## src/rtl/mem16b_burst_ctrl.sv

```systemverilog
`default_nettype none
// +----------------------------------------------------------------------------+
// | Module      : mem16b_burst_ctrl                                             |
// | Description : Burst controller in front of a 16-bit, 64K-word single-port  |
// |               memory with registered read data. Accepts burst commands     |
// |               (address, beat count, direction) over valid/ready, streams   |
// |               write beats under flow control and returns read beats as a   |
// |               valid-qualified stream without backpressure.                 |
// | Ports       : clk, rst           - clock, async active-high reset          |
// |               cmd_*              - burst command handshake                 |
// |               wr_*               - write beat stream (valid/ready)         |
// |               rd_valid, rd_data  - read beat stream                        |
// |               done, busy         - completion pulse, not-idle status       |
// |               mem_*              - memory rw/add/data_in/data_out pins     |
// | Revision    : 1.0 - initial release                                        |
// +----------------------------------------------------------------------------+
module mem16b_burst_ctrl #(
  parameter int AW = 16,
  parameter int DW = 16,
  parameter int LW = 8
) (
  input  logic          clk,
  input  logic          rst,
  input  logic          cmd_valid,
  output logic          cmd_ready,
  input  logic          cmd_write,
  input  logic [AW-1:0] cmd_addr,
  input  logic [LW-1:0] cmd_len,
  input  logic          wr_valid,
  output logic          wr_ready,
  input  logic [DW-1:0] wr_data,
  output logic          rd_valid,
  output logic [DW-1:0] rd_data,
  output logic          done,
  output logic          busy,
  output logic          mem_rw,
  output logic [AW-1:0] mem_add,
  output logic [DW-1:0] mem_data_in,
  input  logic [DW-1:0] mem_data_out
);

  typedef enum logic [1:0] {
    IDLE  = 2'd0,
    WRITE = 2'd1,
    READ  = 2'd2
  } state_t;

  state_t        state_q, state_d;
  logic [AW-1:0] addr_q, addr_d;
  logic [LW-1:0] cnt_q, cnt_d;
  logic          rd_pend_q, rd_pend_d;
  logic          done_q, done_d;
  logic          wr_fire;

  // Async reset forces IDLE immediately, which in turn forces mem_rw high,
  // so an interrupted write burst cannot produce a stray write.
  always_ff @(posedge clk or posedge rst) begin
    if (rst) begin
      state_q   <= IDLE;
      addr_q    <= '0;
      cnt_q     <= '0;
      rd_pend_q <= 1'b0;
      done_q    <= 1'b0;
    end else begin
      state_q   <= state_d;
      addr_q    <= addr_d;
      cnt_q     <= cnt_d;
      rd_pend_q <= rd_pend_d;
      done_q    <= done_d;
    end
  end

  assign wr_fire = (state_q == WRITE) && wr_valid;

  always_comb begin
    state_d   = state_q;
    addr_d    = addr_q;
    cnt_d     = cnt_q;
    rd_pend_d = 1'b0;
    done_d    = 1'b0;
    case (state_q)
      IDLE: begin
        if (cmd_valid) begin
          addr_d  = cmd_addr;
          cnt_d   = cmd_len;
          state_d = cmd_write ? WRITE : READ;
        end
      end
      WRITE: begin
        if (wr_fire) begin
          addr_d = addr_q + AW'(1);
          if (cnt_q == '0) begin
            state_d = IDLE;
            done_d  = 1'b1;
          end else begin
            cnt_d = cnt_q - LW'(1);
          end
        end
      end
      READ: begin
        // One issue per cycle; the memory's registered output means each
        // beat returns one cycle later, tracked by rd_pend.
        rd_pend_d = 1'b1;
        addr_d    = addr_q + AW'(1);
        if (cnt_q == '0) begin
          state_d = IDLE;
          // Lines up with the last returning beat, which lands in IDLE.
          done_d  = 1'b1;
        end else begin
          cnt_d = cnt_q - LW'(1);
        end
      end
      default: begin
        state_d = IDLE;
      end
    endcase
  end

  assign cmd_ready   = (state_q == IDLE);
  assign wr_ready    = (state_q == WRITE);
  assign busy        = (state_q != IDLE);
  assign done        = done_q;
  assign rd_valid    = rd_pend_q;
  assign rd_data     = mem_data_out;
  assign mem_rw      = ~wr_fire;
  assign mem_add     = addr_q;
  assign mem_data_in = wr_data;

endmodule
`default_nettype wire

```

## config.mk

```make
export PLATFORM = sky130hd
export DESIGN_NAME = mem16b_burst_ctrl
export DESIGN_NICKNAME = d
export VERILOG_FILES = /design/src/rtl/mem16b_burst_ctrl.sv
export SDC_FILE = /design/constraint.sdc
export NUM_CORES = 1
export LEC_CHECK = 0
export BUFFER_PORTS_ARGS = -buffer_cell sky130_fd_sc_hd__buf_2
export CAP_MARGIN = 10
export CELL_PAD_IN_SITES_DETAIL_PLACEMENT = 0
export CELL_PAD_IN_SITES_GLOBAL_PLACEMENT = 1
export CORE_ASPECT_RATIO = 0.75
export CORE_MARGIN = 1
export CORE_UTILIZATION = 34
export DETAILED_ROUTE_END_ITERATION = 16
export HOLD_SLACK_MARGIN = 0.08
export PLACE_DENSITY = 0.85
export SLEW_MARGIN = 10
export SYNTH_ARGS = -nofsm -noshare
export SYNTH_HDL_FRONTEND = slang
export SYNTH_SLANG_ARGS = --single-unit
```

## constraint.sdc

```tcl
create_clock -name clk -period 3.55 [get_ports clk]
set_input_delay 0.71 -clock clk [delete_from_list [all_inputs] [get_ports clk]]
set_output_delay 0.71 -clock clk [all_outputs]
set_load 0.05 [all_outputs]
```

## Word level (Yosys, flattened, before mapping)

Index checks and enable logic that the tools add are counted.
W data, S select, Z words.

| cells by class | value |
|---|---|
| $add $sub $neg | 2 |
| $mul | 0 |
| div/mod/pow operators | 0 |
| magnitude comparators | 0 |
| eq/ne operators | 4 |
| shifts and indexed selects | 0 |
| mux-type cells | 16 |
| bitwise operators | 1 |
| reductions and logical operators | 7 |

Operators by type and width:

| cell | count |
|---|---|
| $pmux W16 S3 | 1 |
| $mux W16 | 2 |
| $mux W8 | 3 |
| $pmux W8 S3 | 1 |
| $add A16 B1 Y16 const B | 1 |
| $logic_not A8 Y1 | 1 |
| $mux W2 | 4 |
| $sub A8 B1 Y8 const B | 1 |
| $pmux W2 S3 | 1 |
| $mux W1 | 3 |
| $reduce_and A3 Y1 | 1 |
| $reduce_bool A3 Y1 | 1 |
| $eq A2 B1 Y1 const B | 1 |
| $eq A2 B2 Y1 const B | 1 |
| $logic_not A2 Y1 | 1 |
| $ne A2 B1 Y1 const B | 1 |
| $ne A2 B2 Y1 const B | 1 |
| $pmux W1 S2 | 1 |
| $reduce_and A2 Y1 | 1 |
| $reduce_bool A2 Y1 | 1 |
| $logic_and A1 B1 Y1 | 1 |
| $not A1 Y1 | 1 |

| word-level totals | value |
|---|---|
| bits in registers | 28 |
| bits in latches | 0 |
| RAM bits | 0 |
| bits in read-only memories | 0 |
| bits of input ports | 61 |
| memories | 0 |

## Longest topological paths before layout

Gate-level depths: netlist (run 1).

| depth | value |
|---|---|
| depth after elaboration | 4 |
| gate-level depth with buffers | 8 |
| gate-level depth less buffers | 6 |

## Worst setup path after synthesis (run 1)

OpenSTA, ideal clock, no wires.

| timing | value |
|---|---|
| kind | flip-flop to output port |
| start point | register state_q[1] |
| end point | output port mem_rw |
| arrival time | 1.406 ns |
| required time | 2.840 ns |
| setup slack | 1.434 ns |
| cell stages (with the launch flop) | 4 |
| cells stage by stage | dfrtp_1 > inv_1 > ha_1 > nand2_1 |

| between the ends | value |
|---|---|
| longest elaborated chain between the ends | 3 |

Ends and longest elaborated chain:

| item | RTL line | RTL |
|---|---|---|
| start, declared | 48 | `state_t state_q, state_d;` |
| start signal, assigned | 65 | `state_q <= state_d;` |
| $eq A2 B1 Y1 | -- |  |
| named net wr_ready | 30 | `output logic wr_ready,` |
| $logic_and A1 B1 Y1 | 73 | `assign wr_fire = (state_q == WRITE) && wr_valid;` |
| $not A1 Y1 | 125 | `assign mem_rw = ~wr_fire;` |
| end, declared | 36 | `output logic mem_rw,` |

The timed path passes the listed nets, and every way through them passes these cells.

## Worst setup path in the final report (run 1)

| timing | value |
|---|---|
| start point | register state_q[0] |
| end point | register cnt_q[6] |

| between the ends | value |
|---|---|
| longest elaborated chain between the ends | 4 |
| elaborated cells between the ends (all ways) | 9 |

Ends and longest elaborated chain:

| item | RTL line | RTL |
|---|---|---|
| $eq A2 B1 Y1 | 73, 81 |  |
| $logic_and A1 B1 Y1 | 73 |  |
| $ne A2 B1 Y1 (no source line) | -- |  |
| $reduce_and A3 Y1 (no source line) | -- |  |
| end signal, assigned | 67 | `cnt_q <= cnt_d;` |
| end, declared | 50 | `logic [LW-1:0] cnt_q, cnt_d;` |

Parallel ways exist; a longest one is shown, timed or not.
A chain may end at the register's enable or synchronous reset.

==> results of run 1 <==
## final cells by class
class / instances / area (sq um) / area share
multi-input cells: 153 / 1051 / 0.4775
flip-flops and latches: 28 / 700.7 / 0.3184
repair buffers: 53 / 272.8 / 0.1239
well taps: 78 / 97.59 / 0.04434
clock buffers: 3 / 41.29 / 0.01876
inverters: 10 / 37.54 / 0.01706
## power breakdown
group          switching, W  internal (W)  total (W)
clock network      0.000104     0.0000764   0.000180
registers          0.000208      0.000482   0.000691
logic               0.00113      0.000546    0.00168
## sequential cells by signal (all words and copies together) (netlist names)
name / cells
state_q: 2
done: 1
cnt_q: 8
mem_add: 16
rd_valid: 1
## Yosys cell counts (2+ instances only)
master	n
a21oi_1	15
a311oi_1	2
a31oi_1	2
and3_1	4
and4_1	6
buf_2	8
buf_4	32
clkbuf_1	3
dfrtp_1	28
ha_1	7
inv_1	9
mux2i_1	8
nand2_1	13
nand2b_1	3
nand3_1	7
nand4_1	4
nor2_1	15
nor2b_1	2
nor3_1	12
nor4_1	2
o21a_1	3
o21ai_0	4
o21ai_1	4
o22a_1	2
o22ai_1	6
o2bb2ai_1	2
o41ai_1	3
## cell usage in the layout (no fill, tap or decap), drive strengths merged, types with 3 or more instances in the layout
master and instances:
buf 53, dfrtp 28, nor2 15, a21oi 15, nand2 14, nor3 13
inv 10, mux2i 8, o21ai 8, nand3 7, ha 7, and4 6
o22ai 6, nand4 4, and3 4, o41ai 3, o21a 3, nand2b 3
clkbuf 3, nor4 3, a31oi 3
## metal layers
metal,vias up,GRT usage,part of all wire
met5,-,0,0
met4,0,0.01910,0.0030
met3,6,0.04276,0.067
met2,61,0.2436,0.42
met1,850,0.2373,0.51
li1,857,-,-
## kinds of logic after synthesis
kind of cell | count (synthesis)
buffers and inverters | 54
AND/OR/NAND/NOR | 78
flip-flops | 28
AO/OA/AOI/OAI | 60
multiplexers | 8
adder cells (fa/ha/maj) | 7
## metrics by stage
| step | std cells | util | hold slack (ns) | power (W) | setup WS, ns |
|---|---|---|---|---|---|
| after floorplan | 235 | - | 0.5169 | 0.002106 | 1.434 |
| after global placement | 322 | 0.3688 | 0.5433 | 0.002335 | 1.237 |
| after detailed placement | 322 | 0.3688 | 0.5512 | 0.002367 | 1.210 |
| after CTS | 325 | 0.3759 | 0.5076 | 0.002549 | 1.195 |
| after global routing | 325 | 0.3759 | 0.5194 | 0.002750 | 1.033 |
| final | 325 | 0.3759 | 0.4877 | 0.002547 | 1.205 |
## how the worst min path moves through the flow
stage	end	cells after the start
floorplan	cnt_q[7]	1
CTS	done	3
finish	cnt_q[7]	3
global placement	mem_add[14]	1
global route	cnt_q[7]	3
detailed placement	mem_add[0]	1
## worst register-to-register path: stages, from the launching register on
cell     delay (ns)
dfrtp_1        0.38
inv_1          0.08
ha_1           0.38
buf_4          0.28
or4_1          0.75
o32a_1         0.24
o211a_1        0.12
==> impl_metrics.csv, run 1 <==
group,metric,value,unit
status,status,"finished, final reports clean",
clock_network,cts_max_path_buffers,2,
layout,num_antenna_cells,0,
route,route.detailed.drc,0,
worst_setup_path,cp-start-kind,"flop",
layout,area_delta_synth_final,5.836,%
logic_synthesis,dominantRegCellSynth,"dfrtp_1",
global_routing,grt_max_degree,35,
logic_synthesis,synth_xor_area_frac,0,
worst_setup_path,worstReg2RegEnd,"cnt_q[6]",
worst_setup_path,cp_cell_sequence,"inv_1 -> ha_1 -> buf_4 -> or4_1 -> o32a_1 -> o211a_1",
timing,finalMaxSlewViolations,0,
clock_network,cts.reportedPaths.clkPinSlew,0.10,ns
global_routing,grt_antenna_before_repair,0,
clock_network,clock_sinks,28,
timing,fin_crit,2.345,ns
clock_network,postCtsResizedCells,0,
clock_network,cts_root_buf,"clkbuf_8",
placement,io_buffers,50,
floorplanning,io_pins,115,
route,vias_per_cell,5.458,
timing,final-setup-viol-count,0,
floorplanning,placementRows,24,
placement,dpl_cell_area,2160,sq um
worst_setup_path,worstRegToRegCells,6,
timing,hold_violations,0,
power_and_ir_drop,power.density,1157,nW/um^2
logic_synthesis,muxShareOfSynthArea,0.03851,
logic_synthesis,synth_warnings,0,
power_and_ir_drop,vdd_drop_max,0.4380,mV
placement,post-dp-hpwl,3.621,mm
timing,final.setup.tns,0,ns
layout,postLayoutCellArea,2201,sq um
worst_setup_path,crit_buf_inv,2,
clock_network,cts_hold_buf,0,
worst_setup_path,cp-endpoint,"cnt_q[6]",
logic_synthesis,avgSynthCellArea,8.849,sq um
worst_setup_path,worstSetupEndpointType,"flop",
worst_setup_path,worst-path-stages,6,
layout,nFillCells,626,
timing,slew_headroom,0.4563,
min_path,min_path_type,"in2async",
floorplanning,core-area,5856,sq um
floorplanning,die_area,6436,sq um
worst_setup_path,cp_slowest_cell,"or4_1",
clock_network,tritoncts,"done",
route,drtAntennaViolNets,0,
timing,skew,0.004694,ns
power_and_ir_drop,leakage,0.9932,nW
logic_synthesis,syn_inst,235,
timing,rsz0062_at_grt,"no",
logic_synthesis,ys_types,56,
worst_setup_path,critPathMaxStageDelay,0.75,ns
logic_synthesis,synth_fa_ha_area_frac,0.04212,
clock_network,post_cts_buffers,0,
logic_synthesis,ys_seq_elements,28,
logic_synthesis,synth-compound-area-share,0.2082,
logic_synthesis,synth_edf_count,0,
logic_synthesis,ys_seq_area_frac,0.3369,
logic_synthesis,synth.top_cell.area_share,0.3369,
worst_setup_path,critical_path_required,3.72,ns
placement,place.gp.congestion,0.8038,
clock_network,clkLatencyLatePin,0.28,ns
timing,tightest_slew,0.8112,ns
route,drt_pass1_iterations,4,
floorplanning,start_util,0.3551,
timing,post-route-period-util,0.6607,
clock_network,htree_levels,1,
global_routing,grt-ovfl-total,0,
logic_synthesis,synth_top_family_by_area,"simple AND/OR/NAND/NOR gates",
worst_setup_path,cp_top_family,"simple AND/OR/NAND/NOR gates",
global_routing,grt_pass1_wl,8.411,mm
layout,nets,317,
logic_synthesis,synthArstFlopShare,1.000,
logic_synthesis,synth.area.top_cells,"dfrtp_1 34%, buf_4 12%, ha_1 4.2%",
clock_network,cts-buffers-inserted,3,
worst_setup_path,path_class,"reg2reg",
logic_synthesis,synth-simple-area-share,0.2142,
logic_synthesis,synth_top_area_cell,"dfrtp_1",
worst_setup_path,cp-startpoint,"state_q[0]",
global_routing,grt_pass1_vias,1694,
route,num_vias,1774,
route,first_iter_violations,116,
timing,fmax,426.4,MHz
floorplanning,die-width,92.31,microns
floorplanning,chipHeight,69.73,microns
worst_setup_path,r2r_slack,1.20,ns
logic_synthesis,synth_area,2079,sq um
flow_run,maxCapViolations,0,
layout,drive_gt1_frac,0.2753,
route,wirelength,5.007,mm
global_routing,grt.total_usage,0.1617,
route,wl_per_cell,15.41,microns
logic_synthesis,synth.net_count,303,
worst_setup_path,arrival,2.52,ns
worst_setup_path,crit_fanout,34,
worst_setup_path,reg2reg_from,"state_q[0]",
Power figures use the tool's default switching activity.
==> run 2: changes to the inputs <==
--- a/config.mk
+++ b/config.mk
@@ -11,10 +11,10 @@
 export CELL_PAD_IN_SITES_GLOBAL_PLACEMENT = 1
 export CORE_ASPECT_RATIO = 0.75
 export CORE_MARGIN = 1
-export CORE_UTILIZATION = 34
+export CORE_UTILIZATION = 31
 export DETAILED_ROUTE_END_ITERATION = 16
 export HOLD_SLACK_MARGIN = 0.08
-export PLACE_DENSITY = 0.85
+export PLACE_DENSITY = 0.78
 export SLEW_MARGIN = 10
 export SYNTH_ARGS = -nofsm -noshare
 export SYNTH_HDL_FRONTEND = slang
==> constraint.sdc (replaced) <==
create_clock -name clk -period 2.4 [get_ports clk]
set_input_delay 0.48 -clock clk [delete_from_list [all_inputs] [get_ports clk]]
set_output_delay 0.48 -clock clk [all_outputs]
set_load 0.05 [all_outputs]
==> run 2 against run 1 <==
  * Flip-flop and latch count is the same
  * Largest cell class unchanged
  * Clock power grew 44%
  * First-iteration DRC count shrank 6.0%
  * Critical path depth is the same
  * Highest routed layer unchanged
  * Die area grew 9.4%
==> impl_metrics.csv, run 2 (synthesized netlist as in run 1, its figures left out) <==
group,metric,value,unit
clock_network,cts_root_buf,"clkbuf_8",
route,route.detailed.drc,0,
floorplanning,io_pins,115,
timing,fin_crit,2.145,ns
floorplanning,chipHeight,72.93,microns
worst_setup_path,path_class,"reg2reg",
clock_network,post_cts_buffers,0,
floorplanning,placementRows,25,
power_and_ir_drop,leakage,1.008,nW
route,drt_pass1_iterations,4,
timing,rsz0062_at_grt,"no",
clock_network,htree_levels,1,
global_routing,grt_pass1_vias,1645,
worst_setup_path,worstRegToRegCells,6,
worst_setup_path,cp-start-kind,"flop",
timing,skew,0.003688,ns
layout,num_antenna_cells,0,
route,wl_per_cell,15.27,microns
worst_setup_path,critical_path_required,2.60,ns
layout,mostFrequentLayoutCells,"50 x buf_2, 28 x dfrtp_1, 15 x nor2_1, 15 x a21oi_1, 13 x nand2_1",
placement,dpl_cell_area,2186,sq um
global_routing,grt_antenna_before_repair,0,
global_routing,grt_pass1_wl,8.121,mm
timing,final-setup-viol-count,0,
route,first_iter_violations,109,
placement,placed_cells,328,
status,status,"finished, final reports clean",
layout,final_cells,331,
route,vias_per_cell,5.353,
clock_network,clock_sinks,28,
worst_setup_path,r2r_slack,0.26,ns
layout,layout_commonest_cell,"buf_2",
worst_setup_path,arrival,2.34,ns
layout,drive_gt1_frac,0.2840,
floorplanning,start_util,0.3259,
power_and_ir_drop,power.density,1713,nW/um^2
timing,hold_violations,0,
clock_network,tritoncts,"done",
timing,fmax,466.3,MHz
layout,nets,320,
timing,finalMaxSlewViolations,0,
placement,place.gp.congestion,0.7654,
floorplanning,die_area,7043,sq um
clock_network,cts-buffers-inserted,3,
clock_network,cts_hold_buf,0,
timing,slew_headroom,0.6249,
clock_network,clkLatencyLatePin,0.28,ns
timing,post-route-period-util,0.8937,
global_routing,grt.total_usage,0.1498,
timing,final.setup.tns,0,ns
clock_network,postCtsResizedCells,0,
route,num_vias,1772,
worst_setup_path,worstSetupEndpointType,"flop",
worst_setup_path,worstReg2RegEnd,"cnt_q[0]",
placement,post-dp-hpwl,3.777,mm
worst_setup_path,cp-startpoint,"state_q[0]",
worst_setup_path,cp-endpoint,"cnt_q[0]",
worst_setup_path,crit_fanout,14,
flow_run,maxCapViolations,0,
layout,utilization,0.3490,
route,drtAntennaViolNets,0,
layout,area_delta_synth_final,7.100,%
clock_network,cts.reportedPaths.clkPinSlew,0.09,ns
layout,largest_reg_flops,16,
clock_network,cts_max_path_buffers,2,
floorplanning,core-area,6381,sq um
placement,io_buffers,50,
floorplanning,die-width,96.58,microns
power_and_ir_drop,vdd_drop_max,0.8016,mV
global_routing,grt_max_degree,29,
min_path,min_path_type,"in2async",
worst_setup_path,reg2reg_from,"state_q[0]",
layout,postLayoutCellArea,2227,sq um
global_routing,grt-ovfl-total,0,
route,wirelength,5.053,mm
timing,tightest_slew,0.5626,ns
run 2: cell count changes in the layout (fill, tap and decap cells not counted):
cell,delta
buf_4,+3
run 2: worst min path at each step:
stage          slack [ns]          end  depth (start not counted)        start
2_1_floorplan        0.52     cnt_q[7]                          1     cnt_q[7]
3_3_place_gp         0.54     cnt_q[7]                          1     cnt_q[7]
3_5_place_dp         0.54  mem_add[14]                          1  mem_add[14]
4_1_cts              0.28         done                          3          rst
5_1_grt              0.29         done                          3          rst
6_report             0.27     cnt_q[7]                          3          rst
run 2: metal layers:
metal,global-route usage,vias up,part of all wire
met2,0.2183,62,0.41
li1,-,864,-
met1,0.2213,837,0.49
met5,0,-,0
met4,0.03268,0,0.0067
met3,0.03854,9,0.095
run 2: cell type report:
type	count	area [sq um]
clock buffers	3	41.29
fillers	670	4154
inverters	10	37.54
multi-input cells	153	1051
flip-flops and latches	28	700.7
well taps	81	101.3
repair buffers	56	295.3
run 2: report_power, final:
part	internal (W)	total, W	switching [W]
sequential	0.000714	0.00101	0.000299
clock	0.000113	0.000260	0.000147
combinational	0.000850	0.00254	0.00169
run 2: worst max-delay path: stages (launching register included):
cell and delay [ns]:
dfrtp_1 0.39, inv_1 0.08, ha_1 0.25, and2b_4 0.20
or3_1 0.60, a31oi_4 0.32, mux2i_1 0.22
run 2: metrics by stage:
step                setup WS (ns)  hold slack (ns)  total power [W]
global placement           0.3628           0.5376         0.003538
finish                     0.2552           0.2691         0.003816
detailed placement         0.2521           0.5386         0.003567
CTS                        0.2176           0.2766         0.003844
floorplan                  0.2877           0.5169         0.003116
global route               0.1112           0.2925         0.004128
==> run 3: changes to the inputs <==
--- a/config.mk
+++ b/config.mk
@@ -11,10 +11,10 @@
 export CELL_PAD_IN_SITES_GLOBAL_PLACEMENT = 1
 export CORE_ASPECT_RATIO = 0.75
 export CORE_MARGIN = 1
-export CORE_UTILIZATION = 31
+export CORE_UTILIZATION = 34
 export DETAILED_ROUTE_END_ITERATION = 16
 export HOLD_SLACK_MARGIN = 0.08
-export PLACE_DENSITY = 0.78
+export PLACE_DENSITY = 0.85
 export SLEW_MARGIN = 10
 export SYNTH_ARGS = -nofsm -noshare
 export SYNTH_HDL_FRONTEND = slang
==> constraint.sdc (replaced) <==
create_clock -name clk -period 2.5 [get_ports clk]
set_input_delay 0.5 -clock clk [delete_from_list [all_inputs] [get_ports clk]]
set_output_delay 0.5 -clock clk [all_outputs]
set_load 0.05 [all_outputs]
==> run 3 against run 2 <==
  * Cell count decreased by 0.60%
  * Register-to-register slack improved by 0.13 ns
  * Clock power increased by 12%
  * Critical path depth unchanged
  * Critical endpoint unchanged
==> impl_metrics.csv, run 3 (synthesized netlist as in run 1, its figures left out) <==
group,metric,value,unit
status,status,"finished, final reports clean",
clock_network,cts.reportedPaths.clkPinSlew,0.10,ns
timing,rsz0062_at_grt,"no",
clock_network,tritoncts,"done",
worst_setup_path,worstReg2RegEnd,"cnt_q[0]",
route,vias_per_cell,5.316,
timing,tightest_slew,0.5347,ns
placement,post-dp-hpwl,3.703,mm
clock_network,clock_sinks,28,
clock_network,clkLatencyLatePin,0.28,ns
min_path,min_path_type,"in2async",
timing,slew_headroom,0.6436,
clock_network,cts_root_buf,"clkbuf_8",
floorplanning,placementRows,24,
clock_network,cts_hold_buf,0,
clock_network,cts_max_path_buffers,2,
timing,hold_slack,0.3020,ns
worst_setup_path,worstSetupEndpointType,"flop",
worst_setup_path,critical_path_required,2.71,ns
clock_network,post_cts_buffers,0,
floorplanning,die_area,6436,sq um
floorplanning,core-area,5856,sq um
route,drtAntennaViolNets,0,
layout,utilization,0.3821,
route,route.detailed.drc,0,
power_and_ir_drop,leakage,1.015,nW
layout,area_delta_synth_final,7.581,%
layout,largest_reg_flops,16,
layout,nets,320,
clock_network,htree_levels,1,
layout,postLayoutCellArea,2237,sq um
power_and_ir_drop,vdd_drop_max,0.4861,mV
route,num_vias,1749,
layout,nFillCells,627,
floorplanning,io_pins,115,
floorplanning,start_util,0.3551,
timing,fin_crit,2.112,ns
timing,final-setup-viol-count,0,
route,drt_pass1_iterations,4,
global_routing,grt-ovfl-total,0,
floorplanning,die-width,92.31,microns
flow_run,maxCapViolations,0,
layout,drive_gt1_frac,0.2869,
clock_network,cts-buffers-inserted,3,
timing,hold_violations,0,
worst_setup_path,cp-endpoint,"cnt_q[0]",
layout,layout_commonest_cell,"buf_2",
floorplanning,chipHeight,69.73,microns
worst_setup_path,r2r_slack,0.39,ns
worst_setup_path,cp-startpoint,"state_q[0]",
timing,skew,0.004977,ns
worst_setup_path,cp-start-kind,"flop",
global_routing,grt_pass1_vias,1704,
worst_setup_path,arrival,2.32,ns
global_routing,grt_antenna_before_repair,0,
placement,place.gp.congestion,0.7774,
power_and_ir_drop,power.density,1654,nW/um^2
timing,fmax,473.6,MHz
timing,finalMaxSlewViolations,0,
timing,post-route-period-util,0.8446,
global_routing,grt_max_degree,29,
worst_setup_path,crit_fanout,14,
global_routing,grt.total_usage,0.1651,
route,wirelength,5.067,mm
global_routing,grt_pass1_wl,8.445,mm
worst_setup_path,reg2reg_from,"state_q[0]",
layout,num_antenna_cells,0,
route,wl_per_cell,15.40,microns
route,first_iter_violations,134,
placement,dpl_cell_area,2182,sq um
clock_network,postCtsResizedCells,0,
worst_setup_path,worstRegToRegCells,6,
placement,io_buffers,50,
layout,mostFrequentLayoutCells,"50 x buf_2, 28 x dfrtp_1, 15 x nor2_1, 15 x a21oi_1, 13 x nand2_1",
timing,final.setup.tns,0,ns
worst_setup_path,path_class,"reg2reg",
-- run 3: how the worst min path moves through the flow --
stage                           start     endpoint  depth (start not counted)
after floorplan              cnt_q[7]     cnt_q[7]                          1
after global placement    mem_add[14]  mem_add[14]                          1
after detailed placement  mem_add[14]  mem_add[14]                          1
after CTS                         rst  mem_add[11]                          3
after global routing              rst   mem_add[6]                          3
final                             rst   mem_add[5]                          3
-- run 3: area by class of cell --
cell class | count | area [sq um] | share of cell area
multi-input cells | 153 | 1051 | 0.4698
flip-flops and latches | 28 | 700.7 | 0.3132
repair buffers | 56 | 295.3 | 0.1320
well taps | 78 | 97.59 | 0.04362
clock buffers | 4 | 55.05 | 0.02461
inverters | 10 | 37.54 | 0.01678
-- run 3: layer usage --
| metal | vias to the layer above | GRT usage | routed length [microns] |
|---|---|---|---|
| li1 | 864 | - | - |
| met1 | 829 | 0.2406 | 2603 |
| met2 | 50 | 0.2403 | 2146 |
| met3 | 6 | 0.04715 | 290 |
| met4 | 0 | 0.03646 | 25 |
| met5 | - | 0 | 0 |
-- run 3: report_power, final --
part           switching, W  internal, W  leakage, nW
sequential         0.000288     0.000685        0.329
clock              0.000150     0.000141       0.0288
combinational       0.00162     0.000816        0.657
total               0.00206      0.00164         1.01
-- run 3: worst max-delay path, stage by stage, from the launching register on --
cell	delay [ns]
dfrtp_1	0.39
inv_1	0.08
ha_1	0.26
and2b_4	0.20
or3_1	0.59
a31oi_4	0.30
mux2i_1	0.21
-- run 3: through the flow --
step / std cells / power (W) / setup WS (ns)
floorplan: 235 / 0.002991 / 0.3877
global placement: 325 / 0.003378 / 0.4706
detailed placement: 325 / 0.003415 / 0.3794
CTS: 329 / 0.003721 / 0.3504
global route: 329 / 0.003997 / 0.2200
finish: 329 / 0.003701 / 0.3884
